===== config.mk =====
export PLATFORM = sky130hd
export DESIGN_NAME = rvseed_regfile
export DESIGN_NICKNAME = d
export VERILOG_FILES = /design/src/rtl/rvseed_regfile.sv
export SDC_FILE = /design/constraint.sdc
export NUM_CORES = 2
export LEC_CHECK = 0
export CELL_PAD_IN_SITES_DETAIL_PLACEMENT = 1
export CELL_PAD_IN_SITES_GLOBAL_PLACEMENT = 2
export CORE_ASPECT_RATIO = 1.75
export CORE_MARGIN = 2
export CORE_UTILIZATION = 45
export DETAILED_ROUTE_END_ITERATION = 8
export GPL_TIMING_DRIVEN = 0
export PLACE_DENSITY_LB_ADDON = 0.1
export SLEW_MARGIN = 25
export SYNTH_ARGS = -nofsm -noshare
export SYNTH_HDL_FRONTEND = slang
export SYNTH_SLANG_ARGS = --single-unit
export TNS_END_PERCENT = 1

===== constraint.sdc =====
create_clock -name clk_reg -period 14.9 [get_ports clk_reg]
set_input_delay 2.235 -clock clk_reg [delete_from_list [all_inputs] [get_ports clk_reg]]
set_output_delay 2.235 -clock clk_reg [all_outputs]
set_load 0.02 [all_outputs]

===== src/rtl/rvseed_regfile.sv =====
// rvseed_regfile: RVSEED integer register file with byte-offset addressing,
// x0 hardwired to zero, combinational read ports with write-to-read bypass,
// a per-register busy scoreboard and a sticky address-error flag.
// There are no handshakes: every input is sampled on every rising edge and
// every read port is evaluated every cycle (no valid/ready pairs exist).
module rvseed_regfile #(
   parameter int DATA_WIDTH = 32,
   parameter int NUM_REGS   = 32,
   parameter int ADDR_WIDTH = 16,
   parameter int NUM_RPORTS = 2,
   parameter int CNT_WIDTH  = $clog2(NUM_REGS + 1)
) (
   input  logic                             clk_reg,
   input  logic                             rst_reg_n,
   input  logic                             reg_wen,
   input  logic [ADDR_WIDTH-1:0]            reg_waddr,
   input  logic [DATA_WIDTH-1:0]            reg_wdata,
   input  logic                             rsv_en,
   input  logic [ADDR_WIDTH-1:0]            rsv_addr,
   input  logic [NUM_RPORTS*ADDR_WIDTH-1:0] rd_raddr,
   output logic [NUM_RPORTS*DATA_WIDTH-1:0] rd_rdata,
   output logic [NUM_RPORTS-1:0]            rd_busy,
   output logic [NUM_REGS-1:0]              busy_vec,
   output logic [CNT_WIDTH-1:0]             busy_cnt,
   output logic                             err_addr,
   input  logic                             err_clr
);

   localparam int IDX_W = $clog2(NUM_REGS);
   localparam logic [ADDR_WIDTH-3:0] NUM_REGS_A = (ADDR_WIDTH-2)'(NUM_REGS);

   // A byte address is usable only when word aligned and inside the file.
   function automatic logic addr_ok(input logic [ADDR_WIDTH-1:0] a);
      return (a[1:0] == 2'b00) && (a[ADDR_WIDTH-1:2] < NUM_REGS_A);
   endfunction

   logic [DATA_WIDTH-1:0] regs [NUM_REGS];
   logic [NUM_REGS-1:0]   busy_q, busy_d;
   logic [NUM_REGS-1:0]   w_dec, r_dec;
   logic [CNT_WIDTH-1:0]  cnt_q, cnt_d;
   logic                  err_q, err_set;

   logic                  w_ok, r_ok, w_hit, r_hit;
   logic [IDX_W-1:0]      w_idx, r_idx;
   logic [NUM_RPORTS-1:0] rd_bad;

   // Writeback and reservation decode; x0 targets are dropped here.
   assign w_ok  = addr_ok(reg_waddr);
   assign w_idx = reg_waddr[IDX_W+1:2];
   assign w_hit = reg_wen && w_ok && (w_idx != '0);

   assign r_ok  = addr_ok(rsv_addr);
   assign r_idx = rsv_addr[IDX_W+1:2];
   assign r_hit = rsv_en && r_ok && (r_idx != '0);

   // Read ports: x0/invalid read zero, a same-cycle writeback is forwarded,
   // and a forwarded operand is no longer reported as pending.
   for (genvar p = 0; p < NUM_RPORTS; p++) begin : g_rd
      logic [ADDR_WIDTH-1:0] a;
      logic                  ok;
      logic [IDX_W-1:0]      idx;
      logic                  live;
      logic                  bypass;

      assign a      = rd_raddr[p*ADDR_WIDTH +: ADDR_WIDTH];
      assign ok     = addr_ok(a);
      assign idx    = a[IDX_W+1:2];
      assign live   = rst_reg_n && ok && (idx != '0);
      assign bypass = w_hit && (w_idx == idx);
      assign rd_bad[p] = ~ok;
      assign rd_rdata[p*DATA_WIDTH +: DATA_WIDTH] =
         !live  ? '0 :
         bypass ? reg_wdata : regs[idx];
      assign rd_busy[p] = live && busy_q[idx] && !bypass;
   end

   // Next scoreboard state: writeback clears, reservation sets and wins.
   always_comb begin
      w_dec = '0;
      r_dec = '0;
      if (w_hit) w_dec[w_idx] = 1'b1;
      if (r_hit) r_dec[r_idx] = 1'b1;
      busy_d    = (busy_q & ~w_dec) | r_dec;
      busy_d[0] = 1'b0;
   end

   // Population count of the next scoreboard so busy_cnt tracks busy_vec.
   always_comb begin
      cnt_d = '0;
      for (int n = 0; n < NUM_REGS; n++) begin
         cnt_d = cnt_d + CNT_WIDTH'(busy_d[n]);
      end
   end

   assign err_set = (reg_wen && !w_ok) || (rsv_en && !r_ok) || (|rd_bad);

   // Register storage; x0 is never written so it stays zero.
   always_ff @(posedge clk_reg or negedge rst_reg_n) begin
      if (!rst_reg_n) begin
         for (int n = 0; n < NUM_REGS; n++) begin
            regs[n] <= '0;
         end
      end else if (w_hit) begin
         regs[w_idx] <= reg_wdata;
      end
   end

   // Scoreboard and its count; reset discards all pending reservations.
   always_ff @(posedge clk_reg or negedge rst_reg_n) begin
      if (!rst_reg_n) begin
         busy_q <= '0;
         cnt_q  <= '0;
      end else begin
         busy_q <= busy_d;
         cnt_q  <= cnt_d;
      end
   end

   // Sticky address error; a new error beats a simultaneous clear.
   always_ff @(posedge clk_reg or negedge rst_reg_n) begin
      if (!rst_reg_n) begin
         err_q <= 1'b0;
      end else if (err_set) begin
         err_q <= 1'b1;
      end else if (err_clr) begin
         err_q <= 1'b0;
      end
   end

   assign busy_vec = busy_q;
   assign busy_cnt = cnt_q;
   assign err_addr = err_q;

endmodule


# ---- Word-level counts from Yosys, hierarchy flattened
# Cells that the tools add are included.
dict set report classes {
  addsub 30
  order_cmp 14
  eq_ne 2
  n_mux 25
  bitwise 8
  n_reduce_logical 39
}
# operator n
set ops {}
lappend ops {{1024-bit bitwise mux} 1}
lappend ops {{32-bit 2-to-1 mux} 11}
lappend ops {{32-bit binary-select mux with 5-bit select} 2}
lappend ops {{32-bit demux with 5-bit select} 1}
lappend ops {{6-bit by 1-bit adder with 6-bit output} 25}
lappend ops {{14-bit by 6-bit less-than comparator with 1-bit output, second input constant} 4}
lappend ops {{32-bit bitwise AND} 1}
lappend ops {{32-bit NOT} 1}
lappend ops {{32-bit OR} 1}
lappend ops {{5-bit by 6-bit less-than comparator with 1-bit output, second input constant} 4}
lappend ops {{1-bit logical AND} 23}
lappend ops {{5-bit nonzero test} 4}
lappend ops {{6-bit greater-or-equal comparator, second input constant} 3}
lappend ops {{5-bit NOT with 6-bit output} 3}
lappend ops {{1-bit binary-select mux with 5-bit select} 2}
lappend ops {{1-bit demux with 5-bit select} 2}
lappend ops {{5-bit equality test} 2}
lappend ops {{5-bit by 1-bit greater-or-equal comparator with 1-bit output, second input constant} 2}
lappend ops {{2-bit logical NOT} 4}
lappend ops {{5-bit by 1-bit adder with 6-bit output} 1}
lappend ops {{6-bit by 1-bit less-than comparator with 1-bit output, second input constant} 1}
lappend ops {{1-bit 2-to-1 mux} 6}
lappend ops {{4-bit by 1-bit adder with 5-bit output} 1}
lappend ops {{3-bit by 1-bit adder with 4-bit output} 1}
lappend ops {{other kinds (7)} 12}
dict set report word_totals {
  regBits 1062
  inputBits 101
}

# ---- Logic depth before layout (Yosys ltp)
dict set report logic_depth {
  word_depth 38
  depth_mapped 22
}

# ---- Worst setup path before layout
# No wires, ideal clock.
dict set report synth_timing {
  path_type {input-to-reg}
  start {input port reg_waddr[10]}
  end {register cnt_q[4] (netlist: busy_cnt[4])}
  arrival_time_ns 8.099
  t_required_ns 14.820
  setup_slack_ns 6.721
  stages 22
  cell_sequence {nor4_4 -> and4_1 -> buf_2 -> nand3_1 -> nor2_1 -> buf_2 -> o22ai_1 -> fa_1 -> inv_1 -> fa_1 -> fa_1 -> inv_1 -> fa_1 -> inv_1 -> fa_1 -> fa_1 -> inv_1 -> fa_1 -> fa_1 -> a21o_1 -> a21oi_1 -> xnor2_1}
}
dict set report synth_between {
  elab_cells_between_ends 38
  classes_between {add/sub: 30; order compare: 1; mux: 1; bitwise: 3; reduce/logical: 3}
}
# element line_no
set synth_rtl {}
lappend synth_rtl {{start: declaration} 16} ;# input logic [ADDR_WIDTH-1:0] reg_waddr,
lappend synth_rtl {{14-bit by 6-bit less-than comparator with 1-bit output} 34} ;# return (a[1:0] == 2'b00) && (a[ADDR_WIDTH-1:2] < NUM_REGS_A);
lappend synth_rtl {{1-bit logical AND} 34}
lappend synth_rtl {{1-bit logical AND (2 in a row)} 50} ;# assign w_hit = reg_wen && w_ok && (w_idx != '0);
lappend synth_rtl {{32-bit 2-to-1 mux} 81} ;# if (w_hit) w_dec[w_idx] = 1'b1;
lappend synth_rtl {{32-bit NOT} 83} ;# busy_d = (busy_q & ~w_dec) | r_dec;
lappend synth_rtl {{32-bit bitwise AND} 83}
lappend synth_rtl {{32-bit OR} 83}
lappend synth_rtl {{named net busy_d[24]} 38} ;# logic [NUM_REGS-1:0] busy_q, busy_d;
lappend synth_rtl {{6-bit by 1-bit adder with 6-bit output (8 in a row)} 91} ;# cnt_d = cnt_d + CNT_WIDTH'(busy_d[n]);
lappend synth_rtl {{named net cnt_d[4]} 40} ;# logic [CNT_WIDTH-1:0] cnt_q, cnt_d;
lappend synth_rtl {{end signal: assignment} 115} ;# cnt_q <= cnt_d;
lappend synth_rtl {{end: declaration} 40}
# The timed path passes the listed nets, and every way through them passes these cells.
# A chain may end at the register's enable or synchronous reset.

# ---- Worst setup path after layout
dict set report layout_timing {
  start {input port rd_raddr[4]}
  end {output port rd_rdata[26]}
}
dict set report layout_between {
  elab_chain_len 6
  elab_cells_between_ends 13
  classes_between {order compare: 1; eq/ne: 1; mux: 5; bitwise: 1; reduce/logical: 5}
}
# element line_no
set layout_lines {}
lappend layout_lines {{start: declaration} 20} ;# input logic [NUM_RPORTS*ADDR_WIDTH-1:0] rd_raddr,
lappend layout_lines {{5-bit NOT with 6-bit output (implied by the code)} 73} ;# bypass ? reg_wdata : regs[idx];
lappend layout_lines {{32-bit binary-select mux with 5-bit select} 73}
lappend layout_lines {{32-bit 2-to-1 mux (implied by the code) (2 in a row)} 73}
lappend layout_lines {{32-bit 2-to-1 mux} 73}
lappend layout_lines {{32-bit 2-to-1 mux (*)} 72} ;# !live ? '0 :
lappend layout_lines {{end: declaration} 21} ;# output logic [NUM_RPORTS*DATA_WIDTH-1:0] rd_rdata,
# Mark *: on every way between the ends. The rest lies on a longest branch, timed or not. The select of a mux whose other input is x is not followed.

==> key figures <==
Setup path
  • CP required: 12660 ps
  • Setup crit end kind: output pin
  • WP data arrival: 7480 ps
  • Slowest stage delay, CP: 940 ps
  • Worst Path Buf+Inv: 6
  • WS Path Type: in2out
  • Worst setup SP type: input port
  • Cell mode on critical path: buf_2
  • R2R depth: 17
  • Worst path depth: 10
  • CP cell instances: clkdlybuf4s50_1, buf_2, buf_2, buf_2, buf_2, mux2i_1, nand2_1, o211ai_1, a31oi_1, clkdlybuf4s50_1
  • Critical path peak fanout: 10
  • Crit-path leading delay family: buffers and inverters
  • Slowest CP cell: mux2i_1

Placement
  • DP HPWL: 187600 um
  • Port buffer count: 195
  • RePlAce Congestion: 0.9666

Die
  • Die H: 479.7 um
  • Starting Density: 45.29%
  • Row Count: 174
  • Core region area: 128400 um^2
  • Die Wd: 275.8 um
  • IO Pins: 206
  • Die ar.: 132300 um^2

Run status
  • Failing checks: design-rule violations
  • Status: finished with violations

Logic synthesis
  • Post-synth top cells: 1062 x dfrtp_1, 953 x mux2_2, 402 x mux4_2, 322 x mux2i_1, 282 x clkbuf_1
  • Post-synthesis register bit count: 1062
  • Area leader, netlist: dfrtp_1
  • Synth top area cells: dfrtp_1 46%, mux2_2 18%, mux4_2 16%
  • Yosys top cell area share: 45.68%
  • Ys flop type: dfrtp_1
  • Avg Inst Size Synth: 13.78 um^2
  • XOR/XNOR Fraction of Synth Area: 0.1957%
  • Largest family of logic cells by synthesized area: multiplexers
  • Library cells used by synthesis: 60
  • Synth Cell Area: 58180 um^2
  • Post-synthesis mux area share: 40.32%
  • Register area share after synthesis: 45.68%
  • Post-synth EDFFs: 0
  • Post-Syn Nets: 4354
  • Cells after synthesis: 4223
  • Count leader, synth: dfrtp_1
  • Post-synthesis adder-cell area fraction: 0.9420%
  • Post-synthesis simple-gate area fraction: 3.792%
  • Asr flop ratio synth: 100.0%
  • Syn. warnings: 0
  • Synth Area in Compound Gates: 5.271%

Layout
  • Area Growth Syn to Fin: 14.21%
  • Final net count: 4673
  • Layout cells sized above 1: 39.12%
  • Util after Layout: 51.73%

Clock tree
  • Total setup buffers inserted after CTS: 0
  • # H-tree levels: 3
  • Clk slew on worst S/H paths: 60 ps
  • CTS tree: yes
  • Cell at the root of the clock tree: clkbuf_16
  • Worst skew pair latency: 770 ps
  • Clk sinks: 1062
  • CTS Buf Count: 106
  • CTS Hold Bufs: 0
  • Clock buffer depth: 3
  • Post-cts resize count: 0

STA
  • Minimum clock period: 9716 ps
  • Max_slew headroom: 20.03%
  • Slew Limit Fails: 0
  • Final setup skew: 25.23 ps
  • Crit share post-route: 65.20%
  • Post-route setup TNS: 0 ps
  • Final Setup Violations: 0
  • RSZ-0062 raised after global routing: false
  • F_max: 102.9 MHz
  • Tightest Pin Transition: 1200 ps
  • Final hold vios: 0

Job
  • MaxCap Viol Count: 0

Power and ir drop
  • Worst vdd ir: 90.08 uV
  • Int Power: 4722 uW
  • Clock Power Share: 46.1%
  • Sw Pwr: 1687 uW
  • Sw Share: 26.33%
  • Power Dens Cells: 96.46 nW/um^2
  • Pleak: 0.03066 uW
  • Flop pwr share: 45.0%
  • Combinational power share: 8.9%

Detailed routing
  • First-pass DRT Iterations: 9
  • Overall routed net length: 259800 um
  • # DRC: 16
  • Vias per cell: 6.759
  • Wire per inst: 41.19 um
  • Highest metal used: met5
  • WL met1: 88220 um
  • DRT antenna net count: 0
  • Metal3 WL: 17850 um
  • Initial drt markers: 3813
  • Via count: 42623
  • Routed wl met2: 126500 um

Worst hold path
  • HP Class: reg2reg
  • Hold path cells: 1

GRT
  • Initial antenna violation count: 8
  • Vias in the first global route: 46003
  • Grt ovf: 0
  • Gr usage total: 39.66%
  • Largest net degree at the start of global routing: 137
  • First-pass GRT wire length: 358500 um
## per-stage QoR
| stage | instance area [um^2] | setup WS [ps] | instances | power (uW) | hold WS [ps] |
|---|---|---|---|---|---|
| 6_report | 66450 | 5184 | 6306 | 6409 | 478.6 |
| 5_1_grt | 66440 | 5264 | 6302 | 6532 | 495.6 |
| 4_1_cts | 66410 | 5383 | 6300 | 6414 | 483.8 |
| 3_5_place_dp | 62690 | 4613 | 6105 | 3502 | 470.2 |
| 3_3_place_gp | 62220 | -38530 | 6090 | 3504 | 460.4 |
| 2_1_floorplan | 58180 | 6721 | 4223 | 3179 | 442.0 |
## cells in the final DEF, fill, tap and decap left out, types with 15 or more instances in the layout
cell type | netlist | routed
a31oi_1 | 118 | 118
o21ai_0 | 49 | 49
clkbuf_8 | 0 | 30
buf_4 | 24 | 25
clkdlybuf4s50_1 | 0 | 194
dfrtp_1 | 1062 | 1062
buf_2 | 134 | 146
clkbuf_2 | 0 | 62
mux4_2 | 402 | 402
inv_1 | 40 | 40
mux2_2 | 953 | 953
o211ai_1 | 63 | 63
mux2i_1 | 322 | 322
clkbuf_16 | 0 | 108
clkbuf_1 | 282 | 242
fa_1 | 23 | 23
a21oi_1 | 15 | 15
o21ai_1 | 19 | 19
a22oi_1 | 63 | 63
nand3_1 | 79 | 79
nor2_1 | 83 | 80
a221oi_1 | 63 | 63
nand2b_1 | 68 | 68
mux2_1 | 40 | 40
clkinv_2 | 0 | 19
nand2_1 | 149 | 149
## logic make-up (layout without fill, tap and decap cells)
logic type                 count (synthesis)  after routing
other                                      1              6
DFF                                     1062           1062
adders and majority gates                 30             30
xor gates and xnor gates                  13             13
buffers and inverters                    510            916
muxes                                   1717           1717
and+or+nand+nor                          448            448
AOI/OAI and AO/OA                        442            442
## per-layer routing
layer / up-vias / GRT usage, %
li1: 16659 / -
met2: 2148 / 65.36
met3: 918 / 8.242
met1: 22892 / 43.54
met5: - / 0
met4: 6 / 33.55
## cell type report
| cell class | count | area, um^2 |
|---|---|---|
| inverters | 40 | 150.1 |
| clock buffers | 157 | 3187 |
| diodes | 5 | 12.51 |
| flip-flops and latches | 1062 | 26580 |
| multi-input cells | 2651 | 29410 |
| clock inverters | 38 | 540.5 |
| repair buffers | 211 | 2326 |
| plain buffers | 470 | 2148 |
| fillers | 12814 | 62000 |
| well taps | 1672 | 2092 |
## state kept, by name, indices dropped and copies added, names as in the netlist
register,count
err_addr,1
busy_vec,31
regs,1024
busy_cnt,6
## path summary, 6_finish.rpt
path | slack [ps] | end | start
max | 5180 | rd_rdata[26] | rd_raddr[4]
min | 480 | regs[1013]$_DFFE_PN0P_ | regs[1013]$_DFFE_PN0P_
max reg2reg | 9350 | busy_cnt[4]$_DFF_PN0_ | busy_vec[24]$_DFF_PN0_
min reg2reg | 480 | regs[1013]$_DFFE_PN0P_ | regs[1013]$_DFFE_PN0P_
max in group asynchronous | 11630 | regs[506]$_DFFE_PN0P_ | rst_reg_n
min in group asynchronous | 1380 | regs[656]$_DFFE_PN0P_ | rst_reg_n
## power by group through the flow
stage	Combinational, uW	Sequential (uW)	Clock, uW
after global placement	549	2950	0
after CTS	565	2880	2960
after floorplan	239	2940	0
final	572	2880	2950
after detailed placement	563	2940	0
after global routing	586	2880	3060
Note: power is estimated with default switching activity, not from simulation.
